==> config.mk <==
export PLATFORM = sky130hd
export DESIGN_NAME = stream_serializer
export DESIGN_NICKNAME = d
export VERILOG_FILES = /design/src/rtl/stream_serializer.sv
export SDC_FILE = /design/constraint.sdc
export NUM_CORES = 1
export LEC_CHECK = 0
export ABC_AREA = 1
export BUFFER_PORTS_ARGS = -buffer_cell sky130_fd_sc_hd__clkbuf_2
export CAP_MARGIN = 20
export CORE_ASPECT_RATIO = 1.2
export CORE_MARGIN = 5
export CORE_UTILIZATION = 35
export DETAILED_ROUTE_END_ITERATION = 10
export GPL_TIMING_DRIVEN = 0
export PLACE_DENSITY = 0.56
export SYNTH_ARGS = -nofsm -noshare
export SYNTH_HDL_FRONTEND = slang
export SYNTH_SLANG_ARGS = --single-unit
export TNS_END_PERCENT = 20
==> constraint.sdc <==
create_clock -name clk -period 33.5 [get_ports clk]
set_input_delay 5.025 -clock clk [delete_from_list [all_inputs] [get_ports clk]]
set_output_delay 5.025 -clock clk [all_outputs]
set_load 0.05 [all_outputs]
==> src/rtl/stream_serializer.sv <==
// rtl/stream_serializer.sv - frame-to-chunk serializer with two-slot input buffer
module stream_serializer #(
    parameter int NUM_WORDS       = 8,
    parameter int WORD_SIZE       = 32,
    parameter int CHUNK_SIZE      = 16,
    parameter bit MSB_CHUNK_FIRST = 1'b1,
    parameter bit BIT_REVERSE     = 1'b0
) (
    input  logic                            clk,
    input  logic                            reset_n,
    input  logic                            in_valid,
    output logic                            in_ready,
    input  logic [NUM_WORDS*WORD_SIZE-1:0]  in_data,
    output logic                            out_valid,
    input  logic                            out_ready,
    output logic [CHUNK_SIZE-1:0]           out_data,
    output logic                            out_last,
    output logic [$clog2(NUM_WORDS)-1:0]    out_word_idx,
    output logic                            frame_done,
    output logic                            busy
);

    localparam int CPW = WORD_SIZE / CHUNK_SIZE;
    localparam int WW  = $clog2(NUM_WORDS);
    localparam int CW  = (CPW > 1) ? $clog2(CPW) : 1;
    localparam int FW  = NUM_WORDS * WORD_SIZE;
    localparam logic [WW-1:0] W_LAST = WW'(NUM_WORDS - 1);
    localparam logic [CW-1:0] C_LAST = CW'(CPW - 1);

    typedef enum logic {IDLE, STREAM} state_t;

    state_t          state;
    state_t          state_next;
    logic [FW-1:0]   slot_data [2];
    logic [1:0]      slot_full;
    logic            wr_ptr;
    logic            rd_ptr;
    logic [WW-1:0]   w;
    logic [CW-1:0]   c;

    logic            in_fire;
    logic            out_fire;
    logic            load;
    logic            release_slot;
    logic            src_slot;
    logic [WW-1:0]   w_next;
    logic [CW-1:0]   c_next;
    logic [WW-1:0]   word_sel;
    logic [CW-1:0]   chunk_sel;
    logic [31:0]     shamt;
    logic [CHUNK_SIZE-1:0] chunk_next;

    function automatic logic [WW-1:0] bitrev(input logic [WW-1:0] x);
        logic [WW-1:0] r;
        for (int i = 0; i < WW; i++) begin
            r[i] = x[WW-1-i];
        end
        return r;
    endfunction

    // in_ready depends only on slot flags, so out_ready never reaches it combinationally
    assign in_ready  = reset_n && !(slot_full[0] && slot_full[1]);
    assign out_valid = (state == STREAM);
    assign busy      = slot_full[0] || slot_full[1] || out_valid;
    assign in_fire   = in_valid && in_ready;
    assign out_fire  = out_valid && out_ready;

    always_ff @(posedge clk) begin
        if (!reset_n) begin
            state <= IDLE;
        end else begin
            state <= state_next;
        end
    end

    always_comb begin
        state_next = state;
        case (state)
            IDLE: begin
                if (slot_full[rd_ptr]) begin
                    state_next = STREAM;
                end
            end
            STREAM: begin
                if (out_fire && out_last && !slot_full[~rd_ptr]) begin
                    state_next = IDLE;
                end
            end
            default: state_next = IDLE;
        endcase
    end

    always_comb begin
        load         = 1'b0;
        release_slot = 1'b0;
        src_slot     = rd_ptr;
        w_next       = w;
        c_next       = c;
        case (state)
            IDLE: begin
                if (slot_full[rd_ptr]) begin
                    load   = 1'b1;
                    w_next = '0;
                    c_next = '0;
                end
            end
            STREAM: begin
                if (out_fire) begin
                    if (out_last) begin
                        // Hand straight over to the other slot when it is already waiting
                        release_slot = 1'b1;
                        src_slot     = ~rd_ptr;
                        load         = slot_full[~rd_ptr];
                        w_next       = '0;
                        c_next       = '0;
                    end else if (c == C_LAST) begin
                        load   = 1'b1;
                        w_next = w + 1'b1;
                        c_next = '0;
                    end else begin
                        load   = 1'b1;
                        c_next = c + 1'b1;
                    end
                end
            end
            default: ;
        endcase
    end

    always_comb begin
        word_sel   = BIT_REVERSE ? bitrev(w_next) : w_next;
        chunk_sel  = MSB_CHUNK_FIRST ? (C_LAST - c_next) : c_next;
        shamt      = 32'(word_sel) * 32'(WORD_SIZE) + 32'(chunk_sel) * 32'(CHUNK_SIZE);
        chunk_next = CHUNK_SIZE'(slot_data[src_slot] >> shamt);
    end

    always_ff @(posedge clk) begin
        if (in_fire) begin
            slot_data[wr_ptr] <= in_data;
        end
    end

    always_ff @(posedge clk) begin
        if (!reset_n) begin
            slot_full    <= '0;
            wr_ptr       <= 1'b0;
            rd_ptr       <= 1'b0;
            w            <= '0;
            c            <= '0;
            out_data     <= '0;
            out_last     <= 1'b0;
            out_word_idx <= '0;
            frame_done   <= 1'b0;
        end else begin
            frame_done <= out_fire && out_last;
            if (in_fire) begin
                slot_full[wr_ptr] <= 1'b1;
                wr_ptr            <= ~wr_ptr;
            end
            if (release_slot) begin
                slot_full[rd_ptr] <= 1'b0;
                rd_ptr            <= ~rd_ptr;
            end
            if (load) begin
                w            <= w_next;
                c            <= c_next;
                out_data     <= chunk_next;
                out_word_idx <= word_sel;
                out_last     <= (w_next == W_LAST) && (c_next == C_LAST);
            end else if (release_slot) begin
                w        <= '0;
                c        <= '0;
                out_last <= 1'b0;
            end
        end
    end

endmodule

* Word-level counts from Yosys, hierarchy flattened *
Memory sizes are Yosys's and may differ from the RTL's.
Cells that the tools add are included.

word-level totals
  input bits = 260
  logic and storage cells = 82
  memories = 1
  bits in writable memories = 512
  output and inout bits = 24
  register bits = 30

memories
  name       depth  bits a word  rd ports  clocked after memory_dff  wr ports  RTL line  RTL
  slot_data  2      256          1         0                         1         34        logic [FW-1:0] slot_data [2];

cells by class
  muxes and demuxes = 40
  bitwise operators = 6
  reductions and logical operators = 14
  add/subtract/negate cells = 4
  shift operators = 1
  $lt $le $gt $ge = 5
  eq/ne operators = 1

operator list
  cell                   count
  $shr A256 B9 Y16       1
  $mux W1                25
  $mux W3                6
  $add A8 B5 Y9          1
  $logic_and A1 B1 Y1    9
  $lt A1 B2 Y1 const B   3
  $mux W2                3
  $pmux W1 S2            3
  $pmux W3 S2            1
  $add A3 B1 Y3 const B  1
  $eq A3 B3 Y1 const B   1
  $not A1 Y1             3
  $and A2 B2 Y2          1
  $demux W1 S1           2
  $ge A1 B1 Y1 const B   2
  $logic_not A1 Y1       2
  $logic_or A1 B1 Y1     2
  $not A2 Y2             1
  $or A2 B2 Y2           1
  $reduce_bool A2 Y1     1
  $add A1 B1 Y1 const B  1
  $sub A1 B1 Y1 const A  1

* Longest topological paths before layout *
Gate-level depths: netlist (run 1).

  word-level depth = 9
  gate-level depth with buffers = 18
  depth with buffers taken out = 15

* Worst setup path after synthesis (run 1) *
Ideal clock, no wire load.

  path kind = input port to flip-flop
  from = input reset_n
  to = register slot_full[1]
  buffers on the path = 0
  arrival = 17662 ps
  stages on the path = 6
  setup time = 102 ps
  setup slack = 15736 ps
  required time = 33398 ps
  path through = inv_1 a21oi_1 nand2_1 nor2_1 inv_1 a21oi_1

between the ends
  longest elaborated chain between the ends = 6

RTL lines
  item                            RTL line  RTL
  start: declaration              10        input logic reset_n,
  $logic_and A1 B1 Y1 (*)         62        assign in_ready = reset_n && !(slot_full[0] && slot_full[1]);
  net in_ready                    12        output logic in_ready,
  $logic_and A1 B1 Y1 (*)         65        assign in_fire = in_valid && in_ready;
  $mux W2 (*)                     156       if (in_fire) begin
  $mux W2 (*)                     144       if (!reset_n) begin
  $and A2 B2 Y2 (no line)         --
  $mux W2 (*)                     160       if (release_slot) begin
  end signal: assignment          145       slot_full <= '0;
  end signal: indexed assignment  157       slot_full[wr_ptr] <= 1'b1;
  end signal: indexed assignment  161       slot_full[rd_ptr] <= 1'b0;
  end: declaration                35        logic [1:0] slot_full;

The timed path passes the listed nets; every way through them passes the cells marked *. The select of a mux whose other input is x is not followed.
A chain may end at the register's enable or synchronous reset.

* Worst setup path after layout (run 1) *
  from = input reset_n
  to = output in_ready

between the ends
  longest elaborated chain between the ends = 1

RTL lines
  item                 RTL line
  $logic_and A1 B1 Y1  62
  end: declaration     12

Every way passes these cells.

==> flow_metrics.py, run 1 <==
metrics = {
    "job": {
        "drv_cap": 0,
    },
    "worst_setup_path": {
        "cp_max_fo": 3,
        "cp_common_cell": "clkbuf_2",
        "cp_data_arrival_time_ns": 5.87,
        "reg2regPathDepth": 8,
        "cp_slowest_cell": "clkbuf_2",
        "critPathLaunchType": "primary input",
        "reg2reg_from": "slot_full[0]",
        "critPathKind": "primary input to primary output",
        "r2r_end": "slot_data[0][143]",
        "r2r_slack_ns": 30.67,
        "required_ns": 28.47,
        "worstPathBufferInverterCount": 3,
        "cp-end-kind": "primary output",
        "cp_cell_sequence": "clkbuf_2, inv_1, a21oi_1, clkbuf_2",
        "critPathTopFamily": "buffers and inverters",
        "cpPeakStageDelay_ns": 0.35,
    },
    "sta": {
        "fmax_ghz": 0.09182,
        "relSlewSlack": 0.5998,
        "setup_viol": 0,
        "fin_setup_tns_ns": 0,
        "finClkSkew_ns": 0.03408,
        "finalCritPeriodShare": 0.3251,
        "min_period_ns": 10.89,
        "worst_pin_slew_ns": 0.6003,
        "final-hold-violation-count": 0,
        "whs_ns": 0.4683,
        "slew_viol_final": 0,
        "rsz0062_at_grt": "false",
    },
    "routing": {
        "postRouteAntennaNets": 0,
        "drt_iter0_drc": 1250,
        "postRouteWirelength_um": 72830,
        "route.detailed.drc": 0,
        "avgViaCountPerCell": 4.804,
        "wl_per_cell_um": 20.57,
        "dr.pass1.iters": 5,
        "vias": 17010,
    },
    "pwr": {
        "irDropWorstVdd_v": 0.00004174,
        "cellLeakagePower_nw": 11.79,
        "p_total_mw": 1.523,
        "powerDensity_mw_per_mm2": 54.00,
    },
    "grt": {
        "overflow": 0,
        "grt_pass1_wl_um": 106700,
        "grt_pass1_vias": 17118,
        "grt_use_total": 0.1960,
        "grt_max_degree": 32,
        "antenna_found_initial": 9,
    },
    "finish": {
        "drive_gt1_frac": 0.1897,
        "area_growth_pct": 20.10,
        "nets": 2851,
        "final_common_cell": "nand2_1",
        "final_cell_mix": "nand2_1 (794), edfxtp_1 (512), nand3_1 (395)",
        "final_util": 0.4224,
    },
    "synth": {
        "synth-seq-area-share": 0.6804,
        "syn_area_mm2": 0.02348,
        "synth.avg_cell_area_um2": 10.53,
        "syn-num-nets": 2491,
        "synth_seq_cells": 542,
        "synth_top_cell_area_share": 0.6548,
        "synth_warnings": 0,
        "synth.distinct_cells": 24,
        "syn_inst": 2230,
        "synth.area.top_cells": "edfxtp_1 (65%), nand2_1 (13%), nand3_1 (8.4%), nand3b_1 (3.6%), inv_1 (3.3%)",
        "yosysTopAreaCell": "edfxtp_1",
    },
    "hold_path": {
        "min_to": "out_word_idx[1]",
        "worstHoldPathType": "flop to flop",
        "holdCritStartpoint": "out_word_idx[1]",
        "whs_path_depth": 2,
    },
    "cts": {
        "post_cts_buffers": 0,
        "cts_max_level": 2,
        "cts.clk_slew.worst_paths_ns": 0.06,
        "insertion_delay_ns": 0.62,
        "cts_inserted_buffers": 56,
        "cts_tree": "built",
        "cts-resized-gates": 0,
        "hold_buffers": 0,
        "cts_sinks": 542,
        "clockBufferDepth": 3,
        "cts-root-buf": "clkbuf_16",
    },
    "place": {
        "dp_hpwl_um": 54690,
        "gp_congestion": 0.8969,
        "numPortBuffers": 283,
    },
    "run_status": {
        "status": "complete, no violations",
    },
    "floorplan": {
        "die_h_um": 293.7,
        "ios": 284,
        "rows": 104,
        "die-area_mm2": 0.07239,
        "core_area_mm2": 0.06675,
        "fp.dieW_um": 246.4,
        "start_util": 0.3517,
    },
}
==> through the flow <==
step / std cells / worst slack [ns] / instance area, um2
final: 3541 / 22.61 / 28200
after global routing: 3539 / 22.55 / 28190
after CTS: 3537 / 22.56 / 28190
after detailed placement: 3433 / 22.57 / 26450
after global placement: 3414 / 9.109 / 26020
after floorplan: 2230 / 15.74 / 23480
==> worst max-delay path by stage <==
stage | start | end | depth (start not counted)
after floorplan | reset_n | slot_full[1] | 6
after global placement | reset_n | wr_ptr | 8
after detailed placement | reset_n | in_ready | 4
after CTS | reset_n | in_ready | 4
after global routing | reset_n | in_ready | 4
final | reset_n | in_ready | 4
==> flip-flops by register name, summed over array words and instances (netlist names) <==
name          cells
c                 1
frame_done        1
out_data         16
out_last          1
out_valid         1
out_word_idx      3
rd_ptr            1
slot_data       512
slot_full         2
w                 3
wr_ptr            1
==> area by class of cell <==
cell class | count | area, um2
repair buffers | 302 | 1827
diodes | 4 | 10.01
inverters | 209 | 784.5
plain buffers | 136 | 669.4
fillers | 6409 | 38550
clock inverters | 32 | 215.2
clock buffers | 72 | 1525
multi-input cells | 1343 | 6066
flip-flops and latches | 542 | 15980
well taps | 901 | 1127
==> per-layer routing <==
| metal | vias up | global-route usage | routed length (um) |
|---|---|---|---|
| met5 | - | 0 | 70 |
| met4 | 10 | 0.04941 | 1630 |
| met3 | 98 | 0.03516 | 4293 |
| met2 | 508 | 0.3510 | 37490 |
| met1 | 8166 | 0.2460 | 29340 |
| li1 | 8228 | - | - |
==> cell usage after synthesis (all sizes together) <==
library cell,instances
a21oi,8
nand2,797
clkbuf,27
dfxtp,30
o21ai,9
nor2,15
ha,1
nand3,397
nand3b,112
inv,209
nand4,2
edfxtp,512
a21boi,1
o22ai,1
buf,109
==> report_power, final <==
group          internal [mW]  switching [mW]  leakage (nW)
Combinational         0.0476           0.101          6.00
Sequential             0.768         0.00731          4.94
Clock                  0.331           0.268         0.849
==> worst register-to-register path, stage by stage (launching register included) <==
cell	delay, ns
dfxtp_1	0.34
a21oi_1	0.33
nand2_1	0.25
nor2_4	0.38
buf_12	0.26
buf_16	0.22
buf_12	0.24
buf_12	0.23
buf_12	0.25
==> cell families after synthesis <==
family	synth area share
adder cells (fa/ha/maj)	0.0005328
buffers and inverters	0.06192
flip-flops	0.6804
AND/OR/NAND/NOR	0.2530
AO/OA/AOI/OAI	0.004210
Note: power is estimated with default switching activity, not from simulation.
==> inputs of run 2 (changes only) <==
--- a/config.mk
+++ b/config.mk
@@ -13,7 +13,7 @@
 export CORE_UTILIZATION = 35
 export DETAILED_ROUTE_END_ITERATION = 10
 export GPL_TIMING_DRIVEN = 0
-export PLACE_DENSITY = 0.56
+export PLACE_DENSITY = 0.57
 export SYNTH_ARGS = -nofsm -noshare
 export SYNTH_HDL_FRONTEND = slang
 export SYNTH_SLANG_ARGS = --single-unit
==> constraint.sdc (replaced) <==
create_clock -name clk -period 9.21 [get_ports clk]
set_input_delay 1.3815 -clock clk [delete_from_list [all_inputs] [get_ports clk]]
set_output_delay 1.3815 -clock clk [all_outputs]
set_load 0.05 [all_outputs]
==> run 2 against run 1 <==
Sequential power rose to 3.6 times the previous value. Worst hold slack improved by 0.0039 ns. Cell count hardly changed. First-iteration DRC count increased by 0.24%. Core utilization is 0.21 points higher. Combinational power grew to 3.6 times the previous value. Critical path depth grew 6. Sequential share of layout area fell by 0.28 points. Sequential cell count is the same. Via count decreased by 0.78%. Clock-buffer cell count unchanged. Die area unchanged. Critical path type is now primary input to flop. Critical endpoint is now slot_data[0][93]. Largest power group unchanged.
==> flow_metrics.py, run 2 (synthesis gave the netlist of run 1 again) <==
metrics = {
    "pwr": {
        "p_total_mw": 5.724,
        "irDropWorstVdd_v": 0.0001256,
        "cellLeakagePower_nw": 11.85,
        "powerDensity_mw_per_mm2": 202.0,
    },
    "place": {
        "dp_hpwl_um": 54750,
        "gp_congestion": 0.8882,
        "preCtsSetupSlack_ns": 4.897,
        "numPortBuffers": 283,
    },
    "sta": {
        "min_period_ns": 3.605,
        "fin_setup_tns_ns": 0,
        "slew_viol_final": 0,
        "setup_slack_ns": 5.605,
        "worst_pin_slew_ns": 0.9178,
        "setup_viol": 0,
        "relSlewSlack": 0.3867,
        "rsz0062_at_grt": "false",
        "finalCritPeriodShare": 0.3914,
        "finClkSkew_ns": 0.03144,
        "final-hold-violation-count": 0,
        "fmax_ghz": 0.2774,
    },
    "cts": {
        "hold_buffers": 0,
        "insertion_delay_ns": 0.62,
        "clockBufferDepth": 3,
        "post_cts_buffers": 0,
        "cts-root-buf": "clkbuf_16",
        "cts.clk_slew.worst_paths_ns": 0.06,
        "cts_tree": "built",
        "cts-resized-gates": 0,
        "cts_inserted_buffers": 55,
        "cts_max_level": 2,
        "cts_sinks": 542,
    },
    "job": {
        "drv_cap": 0,
    },
    "floorplan": {
        "start_util": 0.3517,
        "core_area_mm2": 0.06675,
        "die-area_mm2": 0.07239,
        "ios": 284,
        "die_h_um": 293.7,
        "rows": 104,
        "fp.dieW_um": 246.4,
    },
    "worst_setup_path": {
        "reg2reg_from": "slot_full[0]",
        "critPathLaunch": "reset_n",
        "cp_max_fo": 30,
        "critPathKind": "primary input to flop",
        "critPathLaunchType": "primary input",
        "required_ns": 9.51,
        "cp-end-kind": "flop",
        "cp_data_arrival_time_ns": 3.90,
    },
    "grt": {
        "grt_use_total": 0.1935,
        "grt_pass1_vias": 16797,
        "grt_pass1_wl_um": 105100,
        "grt_max_degree": 32,
        "overflow": 0,
        "antenna_found_initial": 5,
    },
    "finish": {
        "largest_reg_flops": 512,
        "final_cell_mix": "nand2_1 (794), edfxtp_1 (512), nand3_1 (395)",
        "nets": 2849,
        "fillers": 6365,
        "area_growth_pct": 20.70,
        "final_util": 0.4245,
        "final_common_cell": "nand2_1",
        "drive_gt1_frac": 0.1913,
        "reg.largest.list": "slot_data (512), out_data (16)",
        "largest_register": "slot_data",
    },
    "hold_path": {
        "worstHoldPathType": "flop to flop",
        "holdCritStartpoint": "out_word_idx[1]",
    },
    "routing": {
        "postRouteAntennaNets": 0,
        "avgViaCountPerCell": 4.770,
        "dr.pass1.iters": 5,
        "route.detailed.drc": 0,
        "wl_per_cell_um": 20.41,
        "postRouteWirelength_um": 72220,
        "vias": 16877,
        "drt_iter0_drc": 1253,
    },
    "run_status": {
        "status": "complete, no violations",
    },
}
[run 2: cell types whose count changed in the layout (fill, tap and decap cells not counted), sizes merged]
cell      before  now
clkinvlp       2    3
clkinv        21   16
buf          128  127
inv          217  211
diode          4    3
bufinv         1   10
[run 2: layer usage]
| layer | share of wire | track usage | wire [um] | up-vias |
|---|---|---|---|---|
| met5 | 0.00046 | 0 | 33 | - |
| met4 | 0.028 | 0.05199 | 1995 | 4 |
| met3 | 0.056 | 0.03080 | 4048 | 103 |
| met2 | 0.51 | 0.3492 | 37170 | 532 |
| met1 | 0.40 | 0.2418 | 28980 | 8036 |
| li1 | - | - | - | 8202 |
[run 2: metrics by stage]
| step | hold slack [ns] | cell area [um2] | instances |
|---|---|---|---|
| global route | 0.5071 | 28330 | 3536 |
| detailed placement | 0.4614 | 26420 | 3432 |
| finish | 0.4722 | 28340 | 3538 |
| floorplan | 0.4956 | 23500 | 2230 |
| global placement | 0.4619 | 26040 | 3414 |
| CTS | 0.4700 | 28330 | 3535 |
[run 2: area by class of cell]
| type | instances | area (um2) | share of cell area |
|---|---|---|---|
| buffer | 136 | 669.4 | 0.02362 |
| tap | 901 | 1127 | 0.03978 |
| antenna | 3 | 7.507 | 0.0002649 |
| clock buffer | 72 | 1481 | 0.05227 |
| timing repair buffer | 301 | 1799 | 0.06349 |
| multi-input combinational | 1343 | 6066 | 0.2140 |
| clock inverter | 31 | 429.2 | 0.01514 |
| sequential | 542 | 15980 | 0.5637 |
| inverter | 209 | 784.5 | 0.02768 |
[run 2: final timing paths]
path | end | slack (ns) | cells after the start
max reg2reg | slot_data[0][93] | 6.23 | 8
min reg2reg | out_word_idx[1] | 0.47 | 2
max | slot_data[0][93] | 5.60 | 10
min | out_word_idx[1] | 0.47 | 2
[run 2: critical path: stages]
cell and delay (ns):
clkbuf_2 0.09, inv_1 0.09, a21oi_1 0.28, nand2_1 0.25, nor2_4 0.58, buf_12 0.30, buf_16 0.20, buf_12 0.21
buf_12 0.23, buf_12 0.22
[run 2: where the power goes]
group	internal [mW]	switching [mW]	total, mW
Clock	1.42	0.950	2.37
Combinational	0.172	0.367	0.538
Sequential	2.79	0.0276	2.82
==> inputs of run 3 (changes only) <==
--- a/config.mk
+++ b/config.mk
@@ -13,7 +13,7 @@
 export CORE_UTILIZATION = 35
 export DETAILED_ROUTE_END_ITERATION = 10
 export GPL_TIMING_DRIVEN = 0
-export PLACE_DENSITY = 0.57
+export PLACE_DENSITY = 0.56
 export SYNTH_ARGS = -nofsm -noshare
 export SYNTH_HDL_FRONTEND = slang
 export SYNTH_SLANG_ARGS = --single-unit
==> constraint.sdc (replaced) <==
create_clock -name clk -period 3.4 [get_ports clk]
set_input_delay 0.51 -clock clk [delete_from_list [all_inputs] [get_ports clk]]
set_output_delay 0.51 -clock clk [all_outputs]
set_load 0.05 [all_outputs]
==> run 3 against run 2 <==
Setup slack got worse by 5.1 ns. Sequential share of layout area rose by 0.26 points. Clock-buffer cell count rose by 1. Core utilization fell by 0.20 points. Combinational power rose to 2.7 times the previous value. Worst hold slack got worse by 0.39 ns. Sequential cell count did not move. Critical path depth rose by 5. First-iteration DRC count rose by 5.6%. Power rose to 2.6 times the previous value. Die area did not move. Register-to-register slack got worse by 5.7 ns.
==> flow_metrics.py, run 3 (synthesis gave the netlist of run 1 again) <==
metrics = {
    "run_status": {
        "status": "complete, no violations",
    },
    "finish": {
        "multiInputGateArea_mm2": 0.006085,
        "drive_gt1_frac": 0.1929,
        "reg.largest.list": "slot_data (512), out_data (16)",
        "stdcell_count": 3537,
        "largest_reg_flops": 512,
        "largest_register": "slot_data",
        "final_util": 0.4226,
        "area_growth_pct": 20.14,
        "seq_area_mm2": 0.01598,
        "nets": 2849,
        "fillers": 6442,
        "final_cell_mix": "nand2_1 (793), edfxtp_1 (512), nand3_1 (395)",
        "final_common_cell": "nand2_1",
    },
    "cts": {
        "cts_max_level": 2,
        "cts_inserted_buffers": 55,
        "clockBufferDepth": 3,
        "hold_buffers": 0,
        "cts-resized-gates": 0,
        "cts.clk_slew.worst_paths_ns": 0.06,
        "post_cts_buffers": 0,
        "insertion_delay_ns": 0.62,
        "cts-root-buf": "clkbuf_16",
        "cts_sinks": 542,
        "cts_tree": "built",
    },
    "sta": {
        "finClkSkew_ns": 0.03572,
        "final-hold-violation-count": 0,
        "fin_setup_tns_ns": 0,
        "whs_ns": 0.08216,
        "setup_viol": 0,
        "fmax_ghz": 0.3490,
        "worst_pin_slew_ns": 0.8585,
        "rsz0062_at_grt": "false",
        "relSlewSlack": 0.4263,
        "finalCritPeriodShare": 0.8427,
        "min_period_ns": 2.865,
        "slew_viol_final": 0,
    },
    "routing": {
        "postRouteAntennaNets": 0,
        "dr.pass1.iters": 5,
        "postRouteWirelength_um": 72430,
        "drt_iter0_drc": 1323,
        "wl_per_cell_um": 20.48,
        "avgViaCountPerCell": 4.778,
        "vias": 16901,
        "route.detailed.drc": 0,
    },
    "floorplan": {
        "die-area_mm2": 0.07239,
        "die_h_um": 293.7,
        "fp.dieW_um": 246.4,
        "core_area_mm2": 0.06675,
        "rows": 104,
        "ios": 284,
        "start_util": 0.3517,
    },
    "pwr": {
        "cellLeakagePower_nw": 11.77,
        "powerDensity_mw_per_mm2": 533.4,
        "p_total_mw": 15.05,
        "irDropWorstVdd_v": 0.0003665,
    },
    "worst_setup_path": {
        "critPathKind": "flop to flop",
        "cp-end-kind": "flop",
        "cp_cell_sequence": "buf_4, nand4_2, nand2_1, buf_2, buf_2, nand2_1, nand2_1, nand2_1, nand3_1, nand3_1, nand2_1, nand2_1, nand3_1, nand2_1, inv_1",
        "cpPeakStageDelay_ns": 0.41,
        "cp_common_cell": "nand2_1",
        "required_ns": 3.95,
        "cp_max_fo": 10,
        "critPathLaunchType": "flop",
        "r2r_slack_ns": 0.53,
        "cp_slowest_cell": "buf_2",
        "cp_data_arrival_time_ns": 3.41,
    },
    "grt": {
        "grt_pass1_wl_um": 106300,
        "overflow": 0,
        "grt_pass1_vias": 17299,
        "grt_use_total": 0.1954,
        "antenna_found_initial": 9,
        "grt_max_degree": 33,
    },
    "place": {
        "gp_congestion": 0.8810,
        "dp.cells": 3432,
        "numPortBuffers": 283,
        "dp_hpwl_um": 54810,
    },
    "hold_path": {
        "worstHoldPathType": "primary input to flop",
    },
    "job": {
        "drv_cap": 0,
    },
}
run 3: final cells by class:
cell class	instances	share of cell area
Clock inverter	29	0.008915
Inverter	209	0.02825
Buffer	136	0.02373
Clock buffer	73	0.05332
Tap cell	901	0.03996
Sequential cell	542	0.5663
Antenna cell	3	0.0002661
Timing Repair Buffer	301	0.06352
Multi-Input combinational cell	1343	0.2157
run 3: metrics by stage:
step	worst slack, ns	cell area [um2]
4_1_cts	0.5199	28200
3_3_place_gp	-4.371	26070
6_report	0.5349	28210
3_5_place_dp	0.2024	26450
5_1_grt	0.3270	28200
2_1_floorplan	-1.916	23530
run 3: power breakdown:
| part | leakage (nW) | total, mW | internal (mW) | switching [mW] |
|---|---|---|---|---|
| sequential | 4.94 | 7.64 | 7.56 | 0.0744 |
| clock | 0.836 | 5.95 | 3.34 | 2.60 |
| combinational | 5.99 | 1.46 | 0.466 | 0.998 |
run 3: worst max-delay path: cells and delay by family (launching register included):
family	cells	cell delay, ns
AND/OR/NAND/NOR	11	1.40
buffers and inverters	4	1.00
flip-flops	1	0.38
run 3: worst paths after layout:
path	start	end	cells past startpoint
min	in_data[132]	slot_data[1][132]	1
max	out_valid	out_data[0]	15
min reg2reg	out_word_idx[0]	out_word_idx[0]	2
max reg2reg	out_valid	out_data[0]	15
run 3: routing by layer:
layer,wire length (um),track usage,part of all wire,vias up
met4,2175,0.05826,0.030,12
met3,4313,0.03334,0.060,114
met2,36540,0.3475,0.50,515
li1,-,-,-,8197
met5,87,0,0.0012,-
met1,29320,0.2445,0.40,8063
